===== src/rtl/nanov_pkg.sv =====
// Shared constants and types for the nanoV SPI instruction fetch path.
package nanov_pkg;

    localparam logic [31:0] NOP_INSTR = 32'h0000_0013;
    localparam logic [7:0]  SPI_READ  = 8'h03;

    typedef enum logic [1:0] {FLUSH, CMD, FILL, RUN} fetch_state_t;

    localparam logic [4:0] OP_JAL    = 5'b11011;
    localparam logic [4:0] OP_JALR   = 5'b11001;
    localparam logic [4:0] OP_BRANCH = 5'b11000;
    localparam logic [4:0] OP_LOAD   = 5'b00000;
    localparam logic [4:0] OP_OP     = 5'b01100;
    localparam logic [4:0] OP_OPIMM  = 5'b00100;

    localparam logic [2:0] F3_SLL = 3'b001;
    localparam logic [2:0] F3_SRX = 3'b101;

endpackage


===== src/rtl/nanov_cycle_decode.sv =====
// Number of 32-clock sub-cycles the core needs for the current instruction.
module nanov_cycle_decode
    import nanov_pkg::*;
(
    input  logic [4:0] opcode,
    input  logic       mul_bit,
    input  logic [2:0] funct3,
    output logic [1:0] ncyc
);

    always_comb begin
        ncyc = 2'd1;
        if (opcode == OP_JAL || opcode == OP_JALR || opcode == OP_BRANCH) begin
            ncyc = 2'd2;
        end else if (opcode == OP_LOAD) begin
            ncyc = 2'd3;
        end else if (opcode == OP_OP && mul_bit) begin
            ncyc = 2'd3;
        end else if ((opcode == OP_OPIMM || opcode == OP_OP) &&
                     (funct3 == F3_SLL || funct3 == F3_SRX)) begin
            ncyc = 2'd2;
        end
    end

endmodule


===== src/rtl/nanov_spi_fetch.sv =====
// SPI flash instruction fetch sequencer and timebase for the nanoV core.
// Optional NANOV_FETCH_REDIRECT_CNT_EN adds a saturating taken-branch counter.
module nanov_spi_fetch
    import nanov_pkg::*;
#(
    parameter logic [23:0] RESET_ADDR = 24'h000000
) (
    input  logic        clk,
    input  logic        rst,
    input  logic        spi_miso,
    output logic        spi_mosi,
    output logic        spi_cs_n,
    output logic        spi_clk_en,
    input  logic        branch,
    input  logic [23:0] branch_target,
    output logic [29:0] instr,
    output logic [28:0] next_instr,
    output logic [2:0]  cycle,
    output logic [4:0]  counter,
    output logic        pc
`ifdef NANOV_FETCH_REDIRECT_CNT_EN
    ,
    output logic [15:0] redirect_cnt
`endif
);

    fetch_state_t state, state_nxt;
    logic [2:0]  cycle_nxt;
    logic [4:0]  cnt_nxt;
    logic [23:0] pc_reg, pc_nxt;
    logic [31:2] instr_q;
    logic [31:2] asm_q;
    logic [31:2] word_done;
    logic [31:0] cmd_word;
    logic [4:0]  bit_idx;
    logic [1:0]  ncyc;
    logic [2:0]  last_cycle;
    logic        slot_end, sample, retire, take_branch, branch_pending;

    nanov_cycle_decode u_decode (
        .opcode (instr_q[6:2]),
        .mul_bit(instr_q[25]),
        .funct3 (instr_q[14:12]),
        .ncyc   (ncyc)
    );

    assign slot_end    = (counter == 5'd31);
    assign cnt_nxt     = counter + 5'd1;
    assign sample      = (state == FILL) || (state == RUN && cycle == 3'd0);
    assign last_cycle  = {1'b0, ncyc} - 3'd1;
    assign retire      = (state == RUN) && slot_end && (cycle >= last_cycle);
    assign take_branch = retire && (branch_pending || branch);
    // Byte order on the wire is address order, bits MSB-first within a byte.
    assign bit_idx     = {counter[4:3], ~counter[2:0]};

    assign instr      = instr_q;
    assign next_instr = asm_q[30:2];
    assign pc         = (counter[4:3] == 2'b11) ? 1'b0 : pc_reg[counter];

    // Bit 24 arrives on the same edge that hands the word over.
    always_comb begin
        word_done = asm_q;
        if (sample) begin
            word_done[24] = spi_miso;
        end
    end

    always_comb begin
        state_nxt = state;
        cycle_nxt = cycle;
        pc_nxt    = pc_reg;
        if (slot_end) begin
            case (state)
                FLUSH: state_nxt = CMD;
                CMD:   state_nxt = FILL;
                FILL:  state_nxt = RUN;
                RUN: begin
                    if (retire) begin
                        cycle_nxt = 3'd0;
                        if (take_branch) begin
                            state_nxt = FLUSH;
                            pc_nxt    = {branch_target[23:2], 2'b00};
                        end else begin
                            pc_nxt = pc_reg + 24'd4;
                        end
                    end else begin
                        cycle_nxt = cycle + 3'd1;
                    end
                end
                default: state_nxt = FLUSH;
            endcase
        end
        cmd_word = {SPI_READ, pc_nxt};
    end

    always_ff @(posedge clk or posedge rst) begin
        if (rst) begin
            state          <= FLUSH;
            counter        <= 5'd0;
            cycle          <= 3'd0;
            pc_reg         <= {RESET_ADDR[23:2], 2'b00};
            instr_q        <= NOP_INSTR[31:2];
            branch_pending <= 1'b0;
            spi_cs_n       <= 1'b1;
            spi_mosi       <= 1'b0;
            spi_clk_en     <= 1'b0;
        end else begin
            counter <= cnt_nxt;
            state   <= state_nxt;
            cycle   <= cycle_nxt;
            pc_reg  <= pc_nxt;
            if (slot_end && state == FILL) begin
                instr_q <= word_done;
            end else if (retire) begin
                instr_q <= take_branch ? NOP_INSTR[31:2] : word_done;
            end
            if (retire) begin
                branch_pending <= 1'b0;
            end else if (state == RUN && branch) begin
                branch_pending <= 1'b1;
            end
            // Outputs are registered from next-state values so they are valid for the whole clock.
            spi_cs_n   <= (state_nxt == FLUSH);
            spi_clk_en <= (state_nxt == CMD) || (state_nxt == FILL) ||
                          (state_nxt == RUN && cycle_nxt == 3'd0);
            spi_mosi   <= (state_nxt == CMD) ? cmd_word[~cnt_nxt] : 1'b0;
        end
    end

    always_ff @(posedge clk) begin
        if (sample) begin
            for (int i = 2; i < 32; i++) begin
                if (i[4:0] == bit_idx) begin
                    asm_q[i] <= spi_miso;
                end
            end
        end
    end

`ifdef NANOV_FETCH_REDIRECT_CNT_EN
    always_ff @(posedge clk or posedge rst) begin
        if (rst) begin
            redirect_cnt <= 16'd0;
        end else if (take_branch && redirect_cnt != 16'hFFFF) begin
            redirect_cnt <= redirect_cnt + 16'd1;
        end
    end
`endif

endmodule


===== config.mk =====
export PLATFORM = sky130hd
export DESIGN_NAME = nanov_spi_fetch
export DESIGN_NICKNAME = d
export VERILOG_FILES = /design/src/rtl/nanov_pkg.sv /design/src/rtl/nanov_cycle_decode.sv /design/src/rtl/nanov_spi_fetch.sv
export SDC_FILE = /design/constraint.sdc
export NUM_CORES = 1
export LEC_CHECK = 0
export ABC_AREA = 0
export ABC_CLOCK_PERIOD_IN_PS = 9000
export BUFFER_PORTS_ARGS = -buffer_cell sky130_fd_sc_hd__clkbuf_2
export CORE_MARGIN = 2
export CORE_UTILIZATION = 60
export DETAILED_ROUTE_END_ITERATION = 6
export GPL_TIMING_DRIVEN = 1
export MAX_ROUTING_LAYER = met4
export PLACE_DENSITY_LB_ADDON = 0.15
export SETUP_SLACK_MARGIN = 0.02
export SLEW_MARGIN = 15
export SYNTH_ARGS = -nofsm -noshare
export SYNTH_HDL_FRONTEND = slang
export SYNTH_SLANG_ARGS = --single-unit

===== constraint.sdc =====
create_clock -name clk -period 9 [get_ports clk]
set_input_delay 0 -clock clk [delete_from_list [all_inputs] [get_ports clk]]
set_output_delay 0 -clock clk [all_outputs]
set_load 0.02 [all_outputs]

======== After elaboration in Yosys (flattened, before gate mapping) ========
Index checks and enable logic that the tools add are counted.
storage, ports and cells
  flip-flop bits (word level) ............. 98
  bits of input ports ..................... 28
  output and inout bits ................... 71
  word-level logic and storage cells ...... 174
operators by class
  add/sub/neg operators ................... 4
  order comparisons ....................... 3
  equality and inequality tests ........... 45
  muxes and demuxes ....................... 27
  bitwise gates (word level) .............. 2
  reductions and logical operators ........ 54
operators by type and width
  operator                                              number
  2-to-1 mux 24 bit                                     4
  2-to-1 mux 30 bit                                     3
  equality test 5 bit (first input constant)            16
  AND reduction 2 bit                                   30
  equality test 4 x 5 -> 1 bit (first input constant)   8
  adder 24 x 3 -> 24 bit (second input constant)        1
  equality test 3 x 5 -> 1 bit (first input constant)   4
  equality test 5 bit (second input constant)           4
  2-to-1 mux 2 bit                                      7
  < comparator 5 x 6 -> 1 bit (second input constant)   2
  binary-select mux 1 bit (select 5 bit)                2
  equality test 2 bit (second input constant)           5
  equality test 2 x 5 -> 1 bit (first input constant)   2
  logical AND 1 bit                                     9
  2-to-1 mux 3 bit                                      3
  logical OR 1 bit                                      8
  case mux 2 bit (4 select lines)                       1
  2-to-1 mux 1 bit                                      7
  zero test 3 bit                                       2
  adder 5 x 1 -> 5 bit (second input constant)          1
  equality test 5 x 3 -> 1 bit (second input constant)  1
  equality test 5 x 4 -> 1 bit (second input constant)  1
  zero test 5 bit                                       1
  NOT 5 bit                                             1
  other kinds (9)                                       12

======== Logic depth before layout (Yosys ltp) ========
Gate-level depths: netlist of run 1.
  depth in word-level cells ............... 18
  gate-level depth with buffers ........... 22
  mapped depth without buffers ............ 21

======== By module ========
From an unflattened synthesis of run 1, not the netlist that was laid out.
second synthesis, totals
  cells, all modules ...................... 563
  area, all modules ....................... 5365.1 µm²
by module, submodules not included
  module              times used  cells an instance  area an instance (µm²)  sequential area each (µm²)
  nanov_spi_fetch     1           553                5296.3                  2605.0
  nanov_cycle_decode  1           10                 68.8                    0.0

======== Worst setup path after synthesis of run 1 ========
Ideal clock, no wire load.
  kind .................................... reg-to-reg
  start ................................... register instr_q (netlist bit instr[4])
  end ..................................... register spi_mosi
  setup time .............................. 0.086 ns
  arrival ................................. 3.591 ns
  required time ........................... 8.914 ns
  setup slack ............................. 5.323 ns
  cell stages (with the launch flop) ...... 15
  buffers on the path ..................... 1
  period minus slack after synthesis ...... 3.677 ns
  path through ............................ dfrtp_1 nor3_1 o2bb2ai_1 a21boi_0 ha_1 ha_1 nand2_1 o21ai_1 clkbuf_1 nand3_1 o21ai_0 ha_1 nand3b_1 or4_1 a32oi_1
on the way
  longest elaborated chain between the ends .. 18
  elaborated cells on any way between the ends .. 31
  classes of those cells .................. 1 x add/sub; 1 x order compare; 6 x eq/ne; 15 x mux; 8 x reduce/logical
ends and longest elaborated chain
  item                                                                                 RTL line                                            source
  from (decl)                                                                          nanov_spi_fetch.sv:31                               logic [31:2] instr_q;
  from (signal assigned)                                                               nanov_spi_fetch.sv:102                              instr_q <= NOP_INSTR[31:2];
  from (signal assigned)                                                               nanov_spi_fetch.sv:113                              instr_q <= word_done;
  from (signal assigned)                                                               nanov_spi_fetch.sv:115                              instr_q <= take_branch ? NOP_INSTR[31:2] : word_done;
  equality test 5 x 3 -> 1 bit / equality test 5 x 4 -> 1 bit (equally long branches)  nanov_cycle_decode.sv:19, nanov_cycle_decode.sv:17
  logical OR 1 bit                                                                     nanov_cycle_decode.sv:19                            end else if ((opcode == OP_OPIMM || opcode == OP_OP) &&
  logical AND 1 bit                                                                    nanov_cycle_decode.sv:19
  2-to-1 mux 2 bit                                                                     nanov_cycle_decode.sv:19
  2-to-1 mux 2 bit                                                                     nanov_cycle_decode.sv:17                            end else if (opcode == OP_OP && mul_bit) begin
  2-to-1 mux 2 bit                                                                     nanov_cycle_decode.sv:15                            end else if (opcode == OP_LOAD) begin
  2-to-1 mux 2 bit (*)                                                                 nanov_cycle_decode.sv:13                            if (opcode == OP_JAL || opcode == OP_JALR || opcode == OP_BRANCH) begin
  subtractor 2 x 1 -> 3 bit (*)                                                        nanov_spi_fetch.sv:50                               assign last_cycle = {1'b0, ncyc} - 3'd1;
  [2 not listed]                                                                       --
  logical AND 1 bit                                                                    nanov_spi_fetch.sv:52                               assign take_branch = retire && (branch_pending || branch);
  2-to-1 mux 24 bit                                                                    nanov_spi_fetch.sv:80                               if (take_branch) begin
  2-to-1 mux 24 bit                                                                    nanov_spi_fetch.sv:78                               if (retire) begin
  2-to-1 mux 24 bit                                                                    nanov_spi_fetch.sv:73                               case (state)
  2-to-1 mux 24 bit                                                                    nanov_spi_fetch.sv:72                               if (slot_end) begin
  binary-select mux 1 bit (select 5 bit)                                               nanov_spi_fetch.sv:126                              spi_mosi <= (state_nxt == CMD) ? cmd_word[~cnt_nxt] : 1'b0;
  2-to-1 mux 1 bit (not written as such)                                               nanov_spi_fetch.sv:126
  2-to-1 mux 1 bit (*)                                                                 nanov_spi_fetch.sv:126
  to (signal assigned)                                                                 nanov_spi_fetch.sv:126
  to (decl)                                                                            nanov_spi_fetch.sv:11                               output logic spi_mosi,
Mark *: on every way between the ends. The rest lies on a longest branch, timed or not. The select of a mux whose other input is x is not followed.
A chain may end at the register's enable or synchronous reset.

======== Final worst setup path of run 1 ========
  start ................................... register instr_q (netlist bit instr[4])
  end ..................................... register spi_mosi
on the way
  elaborated cells on any way between the ends .. 31
  classes of those cells .................. 1 x add/sub; 1 x order compare; 6 x eq/ne; 15 x mux; 8 x reduce/logical
RTL lines
  item                                                                                 RTL line                                            source
  equality test 5 x 3 -> 1 bit / equality test 5 x 4 -> 1 bit (equally long branches)  nanov_cycle_decode.sv:19, nanov_cycle_decode.sv:17
  logical OR 1 bit                                                                     nanov_cycle_decode.sv:19
  logical AND 1 bit                                                                    nanov_cycle_decode.sv:19
  2-to-1 mux 2 bit                                                                     nanov_cycle_decode.sv:19
  2-to-1 mux 2 bit                                                                     nanov_cycle_decode.sv:17
  2-to-1 mux 2 bit                                                                     nanov_cycle_decode.sv:15
  2-to-1 mux 2 bit (*)                                                                 nanov_cycle_decode.sv:13
  subtractor 2 x 1 -> 3 bit (*)                                                        nanov_spi_fetch.sv:50
  [2 not listed]                                                                       --
  logical AND 1 bit                                                                    nanov_spi_fetch.sv:52
  2-to-1 mux 2 bit                                                                     nanov_spi_fetch.sv:80
  2-to-1 mux 2 bit (*)                                                                 nanov_spi_fetch.sv:78
  case mux 2 bit (4 select lines) (*)                                                  nanov_spi_fetch.sv:73
  2-to-1 mux 2 bit (*)                                                                 nanov_spi_fetch.sv:72
  named net state_nxt[0]                                                               nanov_spi_fetch.sv:27                               fetch_state_t state, state_nxt;
  equality test 2 x 1 -> 1 bit (*)                                                     nanov_spi_fetch.sv:126
  2-to-1 mux 1 bit (*)                                                                 nanov_spi_fetch.sv:126
Mark *: on every way through the listed nets, which the timed path passes. The rest lies on a longest branch. The select of a mux whose other input is x is not followed.

==> metrics.cfg, run 1 <==
[run_status]
status = finished, final reports clean

[floorplanning]
dieArea_um2 = 9960
coreArea_um2 = 8810
initial_utilization = 0.625
die_w_um = 99.8
io_pins = 99
rows = 34
die_y_um = 99.8

[route]
dr.pass1.iters = 5
avgViaCountPerCell = 6.13
drt_iter0_markers = 242
vias = 4505
wl_per_cell_um = 18.3
ant_nets = 0
drcViolationCount = 0
drt-total-wl_um = 13400

[global_route]
antenna_found_initial = 0
grt_max_degree = 69
grt_overflow = 0
grt.total_usage = 0.289
first_global_vias = 4339
grt_pass1_wl_um = 21900

[synth]
synth-seq-cells = 98
syn_avg_cell_area_um2 = 9.66
synth_top_area_cell = dfrtp_1
synth_top_cell_area_share = 0.300
synthesis.nets = 614
ys_warn_count = 0
synth-edff-count = 30
synthArstFlopShare = 0.694
syn_inst = 570
synth_area_leaders = dfrtp_1, edfxtp_1, nand2_1
syn_area_um2 = 5500
ys.flop_type = dfrtp_1
synth_cell_type_count = 73
ys_seq_area_frac = 0.473

[clocking]
htreeDepth = 3
root_buffer = clkbuf_8
cts_tree = built
clock_sinks = 98
postCtsSetupRepairBufs = 0
numCtsBuffers = 9
cts.path.max_buffers = 2
clk_pin_slew_ns = 0.10
clock_latency_ns = 0.36

[layout]
mostFrequentLayoutCells = nand2_1, clkbuf_2, dfrtp_1
final_area_um2 = 6050
seq_area_um2 = 2610
mostFrequentLayoutCell = nand2_1
area_growth_pct = 9.84
drive_above_1_share = 0.231
diodes = 0
fillCellCount = 716
nNetsFinal = 666
multi_input_area_um2 = 2450

[critical_path]
path_class = flop to flop
path_max_fanout = 15
cp.depth = 20
ff2ff_path_depth = 20
startpoint = instr[4]$_DFFE_PP0P_
critical_path.max_stage_delay_ns = 0.42
critPathSlowestCell = dfrtp_1
timing.rr.start = instr[4]$_DFFE_PP0P_
rr_endpoint = spi_mosi$_DFF_PP0_
rrSetupSlack_ns = 4.71
end_kind = flop
cp-endpoint = spi_mosi$_DFF_PP0_
crit_chain = nor3_1 -> o2bb2ai_1 -> a21boi_0 -> ha_1 -> inv_1 -> ha_1 -> a21oi_1 -> o21ai_1 -> buf_4 -> nand3_1 -> nand2_1 -> nand2_1 -> o21ai_0 -> inv_1 -> ha_1 -> nand2_1 -> a31oi_1 -> o31ai_1 -> o31a_1 -> a32oi_1
path_delay_family = compound AO/OA/AOI/OAI gates
crit_buf_inv = 3
required_ns = 9.29
start_kind = flop
critPathArrivalTime_ns = 4.58

[power_and_ir_drop]
p_switching_mw = 0.211
comb_power_share = 0.072
switching_share = 0.254
power.internal_mw = 0.621
power_leakage_nw = 2.56
p_seq_frac = 0.568
ir_drop_mv = 0.0713
powerDensity_nw_per_um2 = 138
p_clk_frac = 0.360

[timing]
hold_viol = 0
max_freq_mhz = 233
rsz0062_at_grt = no
final.min_clock_period_ns = 4.29
slew_headroom = 0.249
fin_worst_hold_slack_ns = 0.00480
period_share = 0.476
max_slew.worst_pin.slew_ns = 1.12
setup_tns_ns = 0
finalClockSkew_ns = 0.0112
final_max_slew_viol_count = 0
setup_viol = 0

[hold_path]
holdCritPathClass = input pin to flop
hold_depth = 4

[placed_design]
port_buffers = 96
place_congestion = 0.938
place_area_um2 = 5770
place_hpwl_um = 9360

[run]
maxCapViolCount = 0

==> metrics by stage <==
step,setup slack (ns),power (mW),std cells,utilization
detailed placement,4.79,0.539,712,0.656
finish,4.71,0.832,735,0.687
CTS,4.76,0.834,735,0.687
floorplan,5.32,0.517,570,-
global route,4.41,0.859,735,0.687
global placement,4.90,0.538,712,0.656
==> cell families after synthesis <==
kind of cell               Yosys count  synth area share
AOI/OAI and AO/OA                  144             0.174
and+or+nand+nor                    216             0.195
DFF                                 98             0.473
xor gates and xnor gates             2           0.00318
muxes                               10            0.0350
adders and majority gates           16            0.0364
buffers and inverters               84            0.0827
==> final cells by class <==
| type | instances | share of cell area |
|---|---|---|
| Clock buffer | 10 | 0.0211 |
| Multi-Input combinational cell | 388 | 0.405 |
| Sequential cell | 98 | 0.431 |
| Clock inverter | 6 | 0.0124 |
| Timing Repair Buffer | 108 | 0.0973 |
| Inverter | 17 | 0.0106 |
| Tap cell | 108 | 0.0224 |
==> worst min-delay path by stage <==
stage                      from                  end  slack (ns)
2_1_floorplan          spi_miso  asm_q[10]$_DFFE_PP_         0.1
3_3_place_gp   branch_target[3]  pc_reg[3]$_DFF_PP0_        0.28
3_5_place_dp   branch_target[3]  pc_reg[3]$_DFF_PP0_        0.30
4_1_cts        branch_target[5]  pc_reg[5]$_DFF_PP0_       0.008
5_1_grt        branch_target[2]  pc_reg[2]$_DFF_PP0_        0.02
6_report       branch_target[2]  pc_reg[2]$_DFF_PP0_       0.005
==> synth_stat cells, types with 5 or more instances <==
| library cell | n |
|---|---|
| o31ai_1 | 7 |
| o22ai_1 | 6 |
| edfxtp_1 | 30 |
| and4_1 | 6 |
| clkbuf_1 | 18 |
| nand3_1 | 20 |
| buf_2 | 12 |
| buf_4 | 33 |
| nor3_1 | 8 |
| a21oi_1 | 51 |
| a31oi_1 | 10 |
| nand3b_1 | 5 |
| nor2_1 | 40 |
| and3_1 | 5 |
| nand2_1 | 98 |
| a211oi_1 | 10 |
| and2_1 | 8 |
| mux4_2 | 6 |
| dfrtp_1 | 66 |
| o21ai_0 | 18 |
| inv_1 | 17 |
| ha_1 | 16 |
==> power by group through the flow <==
| stage | clock (mW) | combinational [mW] | sequential, mW |
|---|---|---|---|
| after CTS | 0.301 | 0.0601 | 0.473 |
| after global placement | 0 | 0.0565 | 0.481 |
| after detailed placement | 0 | 0.0575 | 0.482 |
| after global routing | 0.318 | 0.0661 | 0.474 |
| final | 0.300 | 0.0596 | 0.473 |
| after floorplan | 0 | 0.0283 | 0.488 |
==> tightest hold or removal path, stage by stage <==
cell	delay, ns
clkbuf_2	0.09
a21o_1	0.10
o21ai_0	0.09
nand2_1	0.06
==> metal layers <==
layer / wire length (um) / global-route usage / vias to the layer above
met5: 0 / - / -
met4: 201 / 0.0917 / 0
met3: 898 / 0.0439 / 20
met2: 6430 / 0.447 / 184
met1: 5890 / 0.398 / 2167
li1: - / - / 2134
==> timing repair <==
item / 4_1_cts / 5_1_grt
resized for setup: 0 / 0
endpoints found under the setup margin: 0 / 0
hold buffers: 7 / 0
endpoints found under the hold margin: 72 / 0
Power figures use the tool's default switching activity.
==> run 2: changes to the inputs <==
- ABC_CLOCK_PERIOD_IN_PS: 9000 -> 4200
- CORE_UTILIZATION: 60 -> 56
- clock period: 9 -> 4.2 ns (I/O delays scaled with it)
==> metrics.cfg, run 2 (synthesis results as in run 1) <==
[placed_design]
pre_cts_ws_ns = 0.214
port_buffers = 96
place_hpwl_um = 9480
place_congestion = 0.944

[global_route]
grt.busiest_layer = met2
grt_overflow = 0
grt_pass1_wl_um = 21400
grt_use_met2 = 0.426
gr-usage-met3 = 0.0400
first_global_vias = 4150
use_met1 = 0.366
grt_max_degree = 69
antenna_found_initial = 0
grt.total_usage = 0.274

[critical_path]
path_class = flop to flop
path_common_cell = nand2_1
path_max_fanout = 6
end_kind = flop
required_ns = 4.49
critPathArrivalTime_ns = 4.00
path_delay_family = compound AO/OA/AOI/OAI gates
critical_path.max_stage_delay_ns = 0.58
critPathSlowestCell = dfstp_2
start_kind = flop
crit_buf_inv = 2
crit_chain = nand2_1 -> nor2_1 -> o2bb2ai_1 -> a21boi_1 -> ha_1 -> inv_1 -> ha_1 -> a21oi_1 -> o21ai_1 -> nand3_2 -> nand2_1 -> nand2_1 -> o21ai_0 -> inv_1 -> ha_1 -> nand2_1 -> a31oi_1 -> o31ai_1 -> o31a_1 -> a32oi_1

[clocking]
clock_sinks = 98
numCtsBuffers = 9
root_buffer = clkbuf_8
postCtsSetupRepairBufs = 0
clk_pin_slew_ns = 0.10
clock_latency_ns = 0.37
cts.path.max_buffers = 2
cts_tree = built
htreeDepth = 3

[power_and_ir_drop]
p_clk_frac = 0.333
power_mw = 1.72
power.internal_mw = 1.27
comb_power_share = 0.077
p_seq_frac = 0.590
powerDensity_nw_per_um2 = 279
ir_drop_mv = 0.157
p_switching_mw = 0.448
switching_share = 0.261
power_leakage_nw = 2.60

[timing]
final.min_clock_period_ns = 3.71
finalWorstSetupSlack_ns = 0.492
max_freq_mhz = 270
setup_tns_ns = 0
max_slew.worst_pin.slew_ns = 1.04
finalClockSkew_ns = 0.0101
rsz0062_at_grt = no
period_share = 0.883
slew_headroom = 0.308
fin_worst_hold_slack_ns = 0.00621
final_max_slew_viol_count = 0
setup_viol = 0
hold_viol = 0

[run]
maxCapViolCount = 0

[layout]
diodes = 0
seq_area_um2 = 2610
finish.utilization = 0.638
multi_input_area_um2 = 2470
nNetsFinal = 677
mostFrequentLayoutCells = nand2_1, clkbuf_2, dfrtp_1
area_growth_pct = 11.8
mostFrequentLayoutCell = nand2_1
drive_above_1_share = 0.243
fillCellCount = 810

[floorplanning]
rows = 36
io_pins = 99
die_y_um = 103
die_w_um = 103
dieArea_um2 = 10600
initial_utilization = 0.571
coreArea_um2 = 9640

[route]
drcViolationCount = 0
vias = 4599
wl_per_cell_um = 17.9
drt_iter0_markers = 280
ant_nets = 0
avgViaCountPerCell = 5.96
drt-total-wl_um = 13800
dr.pass1.iters = 5

[hold_path]
holdCritPathClass = input pin to flop

[run_status]
status = finished, final reports clean

[run 2: layout make-up]
| class | count | share of cell area |
|---|---|---|
| Tap cell | 133 | 0.0270 |
| Clock inverter | 7 | 0.00854 |
| Sequential cell | 98 | 0.423 |
| Clock buffer | 9 | 0.0201 |
| Inverter | 17 | 0.0104 |
| Timing Repair Buffer | 118 | 0.109 |
| Multi-Input combinational cell | 389 | 0.401 |
[run 2: per-stage QoR]
step                      instance area (um^2)  instances
after floorplan                           5500        570
after global placement                    5850        743
after detailed placement                  5850        743
after CTS                                 6140        770
after global routing                      6150        771
final                                     6150        771
[run 2: path summary, 6_finish.rpt]
kind                                            from                    end  slack [ns]  cells after the start
worst max register to register  instr[2]$_DFFE_PP1P_     spi_mosi$_DFF_PP0_        0.49                     20
max in group asynchronous                        rst   counter[3]$_DFF_PP0_        3.21                      4
worst max-delay path            instr[2]$_DFFE_PP1P_     spi_mosi$_DFF_PP0_        0.49                     20
worst min-delay path                branch_target[2]    pc_reg[2]$_DFF_PP0_       0.006                      4
min in group asynchronous                        rst  instr[22]$_DFFE_PP0P_        0.44                      4
worst min register to register   asm_q[31]$_DFFE_PP_  instr[29]$_DFFE_PP0P_        0.52                      2
[run 2: worst min-delay path: stages]
cell      delay [ns]
clkbuf_2        0.09
a21o_1          0.10
o21ai_0         0.09
nand2_1         0.07
[run 2: power groups by stage]
| stage | sequential, mW | clock, mW | combinational [mW] |
|---|---|---|---|
| finish | 1.01 | 0.571 | 0.133 |
| global route | 1.02 | 0.619 | 0.147 |
| CTS | 1.01 | 0.582 | 0.132 |
| detailed placement | 1.03 | 0 | 0.124 |
| global placement | 1.03 | 0 | 0.122 |
| floorplan | 1.05 | 0 | 0.0606 |
[run 2: layer usage]
metal,routed length [um],vias up,part of all wire
li1,-,2147,-
met3,1090,30,0.079
met4,292,0,0.021
met5,0,-,0
met1,5780,2190,0.42
met2,6680,232,0.48
[run 2: timing repair]
| item | in CTS | in global routing |
|---|---|---|
| hold buffers | 11 | 0 |
| endpoints found under the hold margin | 76 | 0 |
| setup endpoints to repair | 0 | 2 |
| gates resized for setup | 0 | 4 |
==> run 3: changes to the inputs <==
- ABC_CLOCK_PERIOD_IN_PS: 4200 -> 4250
- clock period: 4.2 -> 4.25 ns (I/O delays scaled with it)
==> metrics.cfg, run 3 (synthesis results as in run 1) <==
[placed_design]
place_congestion = 0.888
place_hpwl_um = 9560
port_buffers = 96
pre_cts_ws_ns = 0.273

[clocking]
root_buffer = clkbuf_8
htreeDepth = 3
cts.path.max_buffers = 2
clock_sinks = 98
clk_pin_slew_ns = 0.10
clock_latency_ns = 0.37
numCtsBuffers = 9
postCtsSetupRepairBufs = 0
cts_tree = built

[layout]
mostFrequentLayoutCell = nand2_1
mostFrequentLayoutCells = nand2_1, clkbuf_2, dfrtp_1
diodes = 0
multi_input_area_um2 = 2460
finish.utilization = 0.636
nNetsFinal = 672
drive_above_1_share = 0.239
fillCellCount = 816
seq_area_um2 = 2610
area_growth_pct = 11.5

[run_status]
status = finished, final reports clean

[critical_path]
end_kind = flop
path_max_fanout = 28
critPathArrivalTime_ns = 4.03
path_class = flop to flop
start_kind = flop
rrSetupSlack_ns = 0.46
required_ns = 4.50

[route]
wl_per_cell_um = 17.5
vias = 4527
dr.pass1.iters = 5
avgViaCountPerCell = 5.91
drt_iter0_markers = 254
drcViolationCount = 0
drt-total-wl_um = 13400
ant_nets = 0

[timing]
final_max_slew_viol_count = 0
setup_tns_ns = 0
max_slew.worst_pin.slew_ns = 1.06
hold_viol = 0
rsz0062_at_grt = no
period_share = 0.891
slew_headroom = 0.291
max_freq_mhz = 264
setup_viol = 0
fin_worst_hold_slack_ns = 0.0107
finalClockSkew_ns = 0.00900
finalWorstSetupSlack_ns = 0.462
final.min_clock_period_ns = 3.79

[floorplanning]
dieArea_um2 = 10600
initial_utilization = 0.571
die_y_um = 103
coreArea_um2 = 9640
rows = 36
io_pins = 99
die_w_um = 103

[global_route]
grt_overflow = 0
first_global_vias = 4101
antenna_found_initial = 0
grt.total_usage = 0.273
grt_max_degree = 69
grt_pass1_wl_um = 21500

[power_and_ir_drop]
power_leakage_nw = 2.59
power_mw = 1.75
ir_drop_mv = 0.144
powerDensity_nw_per_um2 = 286

[run]
maxCapViolCount = 0

[hold_path]
holdCritPathClass = input pin to flop

[run 3: layout make-up]
class	count	share of cell area
clock inverters	6	0.0120
multi-input cells	388	0.401
inverters	17	0.0104
well taps	133	0.0271
flip-flops and latches	98	0.425
repair buffers	114	0.104
clock buffers	10	0.0208
[run 3: path summary, 6_finish.rpt]
kind	start	endpoint	cells after the start
min	branch_target[5]	pc_reg[5]$_DFF_PP0_	3
max in group asynchronous	rst	pc_reg[18]$_DFF_PP0_	4
max reg2reg	instr[4]$_DFFE_PP0P_	spi_mosi$_DFF_PP0_	12
max	instr[4]$_DFFE_PP0P_	spi_mosi$_DFF_PP0_	12
min in group asynchronous	rst	instr[0]$_DFFE_PP0P_	4
min reg2reg	pc_reg[0]$_DFF_PP0_	pc_reg[0]$_DFF_PP0_	1
[run 3: metal layers]
metal / vias up / GRT usage / share of wire
li1: 2148 / - / -
met1: 2179 / 0.374 / 0.44
met2: 180 / 0.422 / 0.47
met3: 20 / 0.0353 / 0.070
met4: 0 / 0.0951 / 0.017
met5: - / - / 0
[run 3: per-stage QoR]
stage                     cell area [um^2]  std cells
after floorplan                       5500        570
after global placement                5830        741
after detailed placement              5830        741
after CTS                             6130        766
after global routing                  6130        766
final                                 6130        766
[run 3: repair_timing]
action                                 in CTS  in global routing
setup endpoints to repair                   0                  1
endpoints found under the hold margin      74                  0
gates resized for setup                     0                  3
hold buffers                                9                  0
[run 3: report_power, final]
part	internal, mW	switching, mW
sequential	0.988	0.0134
combinational	0.0481	0.0807
clock	0.280	0.342
total	1.32	0.436
[run 3: worst max-delay path: stages, from the launching register on]
cell	delay, ns
dfrtp_1	0.43
nor3_2	0.28
o2bb2ai_1	0.18
a21boi_2	0.24
ha_1	0.26
ha_1	0.27
nand2_1	0.06
o21a_1	0.31
nor2_4	0.62
a311oi_1	0.25
o31ai_1	0.43
o31a_1	0.23
a32oi_1	0.11
